`src/rtl/lisnoc_router_input_vc.sv`:
```
// lisnoc_router_input_vc: per-VC input FIFOs with header route lookup driving one-hot switch requests.
module lisnoc_router_input_vc #(
  parameter int flit_data_width = 32,
  parameter int flit_type_width = 2,
  parameter int ph_dest_width   = 5,
  parameter int vchannels       = 1,
  parameter int ports           = 5,
  parameter int fifo_length     = 4,
  parameter int destinations    = 32,
  parameter logic [destinations*ports-1:0] lookup = {destinations{5'b00001}}
) (
  input  logic                                                clk,
  input  logic                                                rst,
  input  logic [flit_data_width+flit_type_width-1:0]           link_flit,
  input  logic [vchannels-1:0]                                link_valid,
  output logic [vchannels-1:0]                                link_ready,
  output logic [ports*vchannels-1:0]                          switch_request,
  output logic [(flit_data_width+flit_type_width)*vchannels-1:0] switch_flit,
  input  logic [ports*vchannels-1:0]                          switch_read,
  output logic [vchannels-1:0]                                error_o
);
  localparam int FW = flit_data_width + flit_type_width;
  localparam int PW = $clog2(fifo_length);
  localparam int CW = $clog2(fifo_length + 1);
  localparam logic [flit_type_width-1:0] HEADER = flit_type_width'(2'b01);
  localparam logic [flit_type_width-1:0] LAST   = flit_type_width'(2'b10);
  localparam logic [flit_type_width-1:0] SINGLE = flit_type_width'(2'b11);

  typedef enum logic [1:0] {IDLE, ACTIVE, DROP} state_t;

  function automatic logic [PW-1:0] nxt(input logic [PW-1:0] p);
    return (p == PW'(fifo_length - 1)) ? '0 : p + 1'b1;
  endfunction

  for (genvar v = 0; v < vchannels; v++) begin : g_vc
    logic [FW-1:0]              mem_q [fifo_length];
    logic [PW-1:0]              rd_ptr_q, wr_ptr_q;
    logic [CW-1:0]              cnt_q;
    state_t                     state_q, state_d;
    logic [ports-1:0]           route_q, route_d, route, req, rd;
    logic [FW-1:0]              head;
    logic [flit_type_width-1:0] ftype;
    logic [ph_dest_width-1:0]   dest;
    logic                       valid, full, push, pop, err, is_hdr, is_last;

    assign head    = mem_q[rd_ptr_q];
    assign valid   = cnt_q != '0;
    assign full    = cnt_q == CW'(fifo_length);
    assign push    = link_valid[v] & link_ready[v];
    assign rd      = switch_read[v*ports +: ports];
    assign ftype   = head[FW-1 -: flit_type_width];
    assign dest    = head[flit_data_width-1 -: ph_dest_width];
    assign is_hdr  = (ftype == HEADER) | (ftype == SINGLE);
    assign is_last = ftype == LAST;
    // destinations beyond the table have no route and are dropped
    assign route   = (int'(dest) < destinations) ? lookup[int'(dest)*ports +: ports] : '0;

    assign link_ready[v]                = rst & ~full;
    assign switch_request[v*ports +: ports] = req;
    assign switch_flit[v*FW +: FW]      = head;
    assign error_o[v]                   = err;

    always_comb begin
      state_d = state_q;
      route_d = route_q;
      req     = '0;
      pop     = 1'b0;
      err     = 1'b0;
      if (valid)
        case (state_q)
          IDLE:
            if (is_hdr && route != '0) begin
              req = route;
              pop = |(rd & route);
              if (pop && ftype == HEADER) begin
                route_d = route;
                state_d = ACTIVE;
              end
            end else begin
              err = 1'b1;
              pop = 1'b1;
              state_d = (ftype == HEADER) ? DROP : IDLE;
            end
          ACTIVE: begin
            req = route_q;
            pop = |(rd & route_q);
            err = pop & is_hdr;
            state_d = (pop && is_last) ? IDLE : ACTIVE;
          end
          default: begin
            pop = 1'b1;
            state_d = is_last ? IDLE : DROP;
          end
        endcase
    end

    always_ff @(posedge clk or negedge rst) begin
      if (!rst) begin
        state_q  <= IDLE;
        route_q  <= '0;
        rd_ptr_q <= '0;
        wr_ptr_q <= '0;
        cnt_q    <= '0;
        mem_q    <= '{default: '0};
      end else begin
        state_q <= state_d;
        route_q <= route_d;
        if (push) begin
          mem_q[wr_ptr_q] <= link_flit;
          wr_ptr_q        <= nxt(wr_ptr_q);
        end
        if (pop) rd_ptr_q <= nxt(rd_ptr_q);
        cnt_q <= cnt_q + CW'(push) - CW'(pop);
      end
    end
  end
endmodule

```
`config.mk`:
```
export PLATFORM = sky130hd
export DESIGN_NAME = lisnoc_router_input_vc
export DESIGN_NICKNAME = d
export VERILOG_FILES = /design/src/rtl/lisnoc_router_input_vc.sv
export SDC_FILE = /design/constraint.sdc
export NUM_CORES = 1
export LEC_CHECK = 0
export ABC_AREA = 1
export BUFFER_PORTS_ARGS = -buffer_cell sky130_fd_sc_hd__buf_2
export CAP_MARGIN = 10
export CORE_ASPECT_RATIO = 2
export CORE_MARGIN = 2
export CORE_UTILIZATION = 60
export CTS_BUF_LIST = sky130_fd_sc_hd__clkbuf_4
export DETAILED_ROUTE_END_ITERATION = 12
export PLACE_DENSITY = 0.82
export SKIP_LAST_GASP = 1
export SYNTH_ARGS = -nofsm -noshare
export SYNTH_HDL_FRONTEND = slang
export SYNTH_SLANG_ARGS = --single-unit
```
`constraint.sdc`:
```
create_clock -name clk -period 3.1 [get_ports clk]
set_input_delay 0.465 -clock clk [delete_from_list [all_inputs] [get_ports clk]]
set_output_delay 0.465 -clock clk [all_outputs]
set_load 0.005 [all_outputs]
```
Word-level counts from Yosys, hierarchy flattened
Cells that the tools add are included.
Widths: inputs -> output; s select.
- flip-flop bits (word level): 150
- output and inout bits: 41
- add/sub/neg operators: 4
- $mul: 1
- $lt $le $gt $ge: 3
- equal/unequal tests: 8
- shift-type cells: 1
- mux-type cells: 23
- bitwise operators: 9
- reductions and logical operators: 11
- operator list (cell ; count):
    $shiftx 160x9->5 const A ; 1
    $bwmux 136 ; 1
    $mux 34 ; 3
    $bmux 34 s2 ; 1
    $demux 34 s2 ; 1
    $mux 2 ; 6
    $and 5x5->5 ; 2
    $mux 5 ; 2
    $pmux 5 s2 ; 1
    $reduce_or 5->1 ; 2
    $eq 2x2->1 const B ; 4
    $mul 5x3->8 const B ; 1
    $ge 3x3->1 const B ; 2
    $not 2->3 ; 2
    $mux 1 ; 5
    $reduce_bool 5->1 ; 1
    $add 2x1->2 const B ; 2
    $eq 2x1->1 const B ; 2
    $logic_and 1x1->1 ; 4
    $pmux 1 s2 ; 2
    $pmux 2 s2 ; 1
    $reduce_and 4->1 ; 1
    $add 3x1->3 ; 1
    $and 1x1->1 ; 3
    9 further kinds ; 9

Logic depth before layout (Yosys ltp)
- word-level depth: 12
- depth in mapped cells: 13

Least setup slack after synthesis
Ideal clock, no wire load.
- path kind: input to register
- start: input rst
- end: register g_vc[0].cnt_q[2]
- arrival: 2110 ps
- required time: 2977 ps
- path slack: 867 ps
- stages on the path: 11
- buffers on the path: 2
- path through: inv_1 a31oi_4 nand2_4 buf_6 buf_6 ha_1 inv_1 ha_1 inv_1 fa_1 xnor2_1
- cells in the longest elaborated chain, start to end: 4
- RTL lines (what ; RTL line ; source):
    start, declared ; 13 ; input logic rst,
    $and 1x1->1 ; 58 ; assign link_ready[v] = rst & ~full;
    net link_ready ; 16 ; output logic [vchannels-1:0] link_ready,
    $and 1x1->1 ; 49 ; assign push = link_valid[v] & link_ready[v];
    $add 3x1->3 ; 113 ; cnt_q <= cnt_q + CW'(push) - CW'(pop);
    $sub 3x1->3 ; 113 ;
    end signal, assigned ; 113 ;
    end, declared ; 38 ; logic [CW-1:0] cnt_q;
The timed path passes the listed nets, and every way through them passes these cells.
A chain may end at the register's enable or synchronous reset.

Final worst setup path
- start: register g_vc[0].rd_ptr_q[0]
- end: output switch_flit[0]
- cells in the longest elaborated chain, start to end: 4
- RTL lines (what ; RTL line ; source):
    start, declared ; 37 ; logic [PW-1:0] rd_ptr_q, wr_ptr_q;
    start signal, assigned ; 112 ; if (pop) rd_ptr_q <= nxt(rd_ptr_q);
    $not 2->3 (implied by the code) ; 46 ; assign head = mem_q[rd_ptr_q];
    $bmux 34 s2 ; 46 ;
    $mux 34 (implied by the code) (2 in a row) ; 46 ;
    end, declared ; 18 ; output logic [(flit_data_width+flit_type_width)*vchannels-1:0] switch_flit,
Every way passes these cells. The select of a mux whose other input is x is not followed.

==> summary.txt <==
Number of gates resized after cts = 0
Peak supply drop = 0.4831 mV
Crit end category = primary output
Violation count after the first detailed-route iteration = 400
Area share of xor/xnor cells in the synthesized design = 0.002493
NumNets Final = 963
Number of rows in the core area = 55
Clock Path Buffers = 2
Setup repair after global routing missed its margin = false
Clock latency at the later pin of the worst-skew pair = 0.51 ns
Area taken by flip-flops and latches = 0.003655 sq mm
Ports = 83
Total overflow reported by the global router = 0
Synthesized-area fraction occupied by ao, oa, aoi and oai cells = 0.1806
Combinational family with the most area after synthesis = simple AND/OR/NAND/NOR gates
Area added between synthesis and finish = 7.658%
Distinct cell type count after synthesis = 27
Number of antenna violations at the first check in global routing = 1
Setup skew after layout = 0.01396 ns
Internal power = 4.058 mW
Mean number of vias per cell = 5.677
HPWL after detailed placement = 9.928 mm
Critical Setup Path Class = reg2out
Period Utilization, post-route = 0.9130
Area of the mapped netlist = 0.007025 sq mm
Clock power share = 0.182
Part of the Yosys area used for sequential elements = 0.5200
Total global routing track utilization = 0.2924
Count of TritonRoute iterations in the first routing pass = 5
Final routed wirelength across all metal layers = 17.42 mm
Die Ht = 157.0 um
Kind of start point of the critical path = register
Crit-path max cell delay = 0.56 ns
Worst Slack Setup Final = 0.2696 ns
Power Dens Cells = 860.7 mW/mm^2
Setup Fix Bufs, Post-CTS = 0
Starting density of the core = 0.6187
Combinational cell fraction of total power = 0.331
Maximum clock frequency = 0.3533 GHz
Share of synthesized cell area in full adder, half adder and majority cells = 0.01532
Mux share of post-synthesis cell area = 0
CP Cell Sequence = buf_4, o21ai_0, o22ai_1, buf_2
Critical Path RT = 2.63 ns
Arrival time at the worst endpoint = 2.37 ns
Hold Buf Count CTS = 0
Setup-failing EPs final = 0
First-pass GRT wire length = 28.37 mm
I/O Buffers = 74
Gate count of the mapped netlist = 871
Post-synthesis sequential element count = 146
Transition time of the tightest slew-check pin = 1.025 ns
Switch Pwr = 2.452 mW
Largest net degree at the start of global routing = 75
Filler instances = 1015
Area enclosed by the die boundary = 0.01264 sq mm
Total clock buffers created by CTS = 17
Leakage power figure = 3.880 nW
Count of final hold-check violations = 0
Reg power frac = 0.486
Routed wire length per instance = 16.31 um
Combined area of the multi-input logic cells = 0.002904 sq mm
Buffer type at the clock tree root = clkbuf_4
Average size of a mapped cell = 8.066 sq um
Vias = 6063
Clock tree sinks = 146
DR DRC count = 0
Fraction of layout cells with a size suffix above 1 = 0.1364
# H-tree levels = 4
Clock slew at the register clock pins of the worst setup and hold paths = 0.12 ns
Clock period minus worst slack = 2.830 ns
Crit-path max FO = 57
TritonCTS clock tree = yes
Yosys warns = 0
Number of max-cap violations = 0
Run status = complete, no violations
Setup TNS = 0 ns
Leading cell type in the layout, fill and taps excluded = nand2_1
Final-report max-slew violation count = 0
Die W = 80.52 um
Critical-path top delay cell = buf_4
Antenna viol nets, final = 0
Via count of the first global-routing pass = 5818
Core area = 0.01135 sq mm
Pre-CTS worst setup slack = 0.7860 ns
HP Class = in2async
Headroom to the max-slew limit = 0.3149
Area share of and/or/nand/nor cells after synthesis = 0.2128
Sw frac = 0.3766
Most frequent cells in the layout = nand2_1 (301), dfrtp_1 (145), o21ai_0 (111), o21ai_1 (91), buf_2 (73)
Last weighted congestion value of the routability-driven placer = 0.7730
[cell usage after synthesis]
cell type	instances	area, sq um
nand2_1	301	1130
dfrtp_1	146	3654
o21ai_0	111	555.5
o21ai_1	91	455.4
nor2_1	68	255.2
o22ai_1	32	200.2
clkbuf_1	21	78.83
inv_1	20	75.07
buf_4	16	120.1
buf_1	10	37.54
buf_6	10	112.6
buf_2	8	40.04
ha_1	7	87.58
nand3_1	7	35.03
a21oi_1	4	20.02
inv_2	4	15.01
nor2_4	4	45.04
xnor2_1	2	17.52
a31oi_4	1	21.27
conb_1	1	3.750
fa_1	1	20.02
nand2_4	1	11.26
nand3b_1	1	7.510
nor3_1	1	5.000
o21ai_2	1	8.760
o21bai_1	1	7.510
or2_2	1	6.260
[power groups by stage]
stage / registers [mW] / clock network [mW] / logic (mW)
after floorplan: 3.11 / 0 / 1.52
after global routing: 3.28 / 1.29 / 2.47
final: 3.17 / 1.19 / 2.16
after CTS: 3.16 / 1.21 / 2.17
after detailed placement: 3.21 / 0 / 2.16
after global placement: 3.17 / 0 / 2.08
[critical path, delay by kind of cell (launching register included)]
family                 cells  cell delay [ns]
AO/OA/AOI/OAI              2             0.54
flip-flops                 1             0.55
buffers and inverters      2             0.75
[metrics by stage]
step / power [mW] / instances / hold WS, ns / util / instance area [sq um]
after floorplan: 4.629 / 874 / 0.1694 / - / 7037
after global placement: 5.255 / 1036 / 0.4570 / 0.6417 / 7286
after detailed placement: 5.369 / 1036 / 0.4634 / 0.6417 / 7286
after CTS: 6.542 / 1066 / 0.1450 / 0.6657 / 7559
after global routing: 7.035 / 1067 / 0.1447 / 0.6659 / 7561
final: 6.510 / 1068 / 0.1521 / 0.6661 / 7564
[flip-flops by register name, summed over array words and instances, names as in the netlist]
register	cells
g_vc.mem_q	136
g_vc.route_q	1
g_vc.state_q	2
g_vc.wr_ptr_q	2
g_vc.cnt_q	3
g_vc.rd_ptr_q	2
[final timing paths]
| path | start | to | slack (ns) | depth (start not counted) |
|---|---|---|---|---|
| max in group asynchronous | rst | g_vc[0].mem_q[59] | 1.41 | 3 |
| worst min register to register | g_vc[0].mem_q[38] | g_vc[0].mem_q[38] | 0.49 | 2 |
| worst max-delay path | g_vc[0].rd_ptr_q[0] | switch_flit[0] | 0.27 | 4 |
| worst max register to register | g_vc[0].rd_ptr_q[0] | g_vc[0].cnt_q[2] | 0.79 | 12 |
| min in group clk | link_flit[20] | g_vc[0].mem_q[54] | 0.20 | 3 |
| worst min-delay path | rst | g_vc[0].cnt_q[0] | 0.15 | 2 |
[routing by layer]
layer	wire (um)	vias to the layer above	track usage
met1	6512	2847	0.3500
met3	1150	42	0.04989
met2	9346	245	0.5155
met5	0	-	0
met4	410	0	0.1154
li1	-	2929	-
[kinds of logic (layout without fill, tap and decap cells)]
kind of cell             Yosys count  count (layout)
other                              1               6
AND/OR/NAND/NOR                  384             384
buffers and inverters             89             139
XOR/XNOR                           2               2
flip-flops                       146             146
AO/OA/AOI/OAI                    241             241
adder cells (fa/ha/maj)            8               8
[cell type report]
class	count	area share
Tap cell	142	0.02349
Antenna cell	2	0.0006617
Clock inverter	13	0.01919
Inverter	24	0.01191
Timing Repair Buffer	85	0.06071
Sequential cell	146	0.4832
Multi-Input combinational cell	639	0.3840
Clock buffer	17	0.01687
No activity file was read; power rests on OpenSTA's default activity.
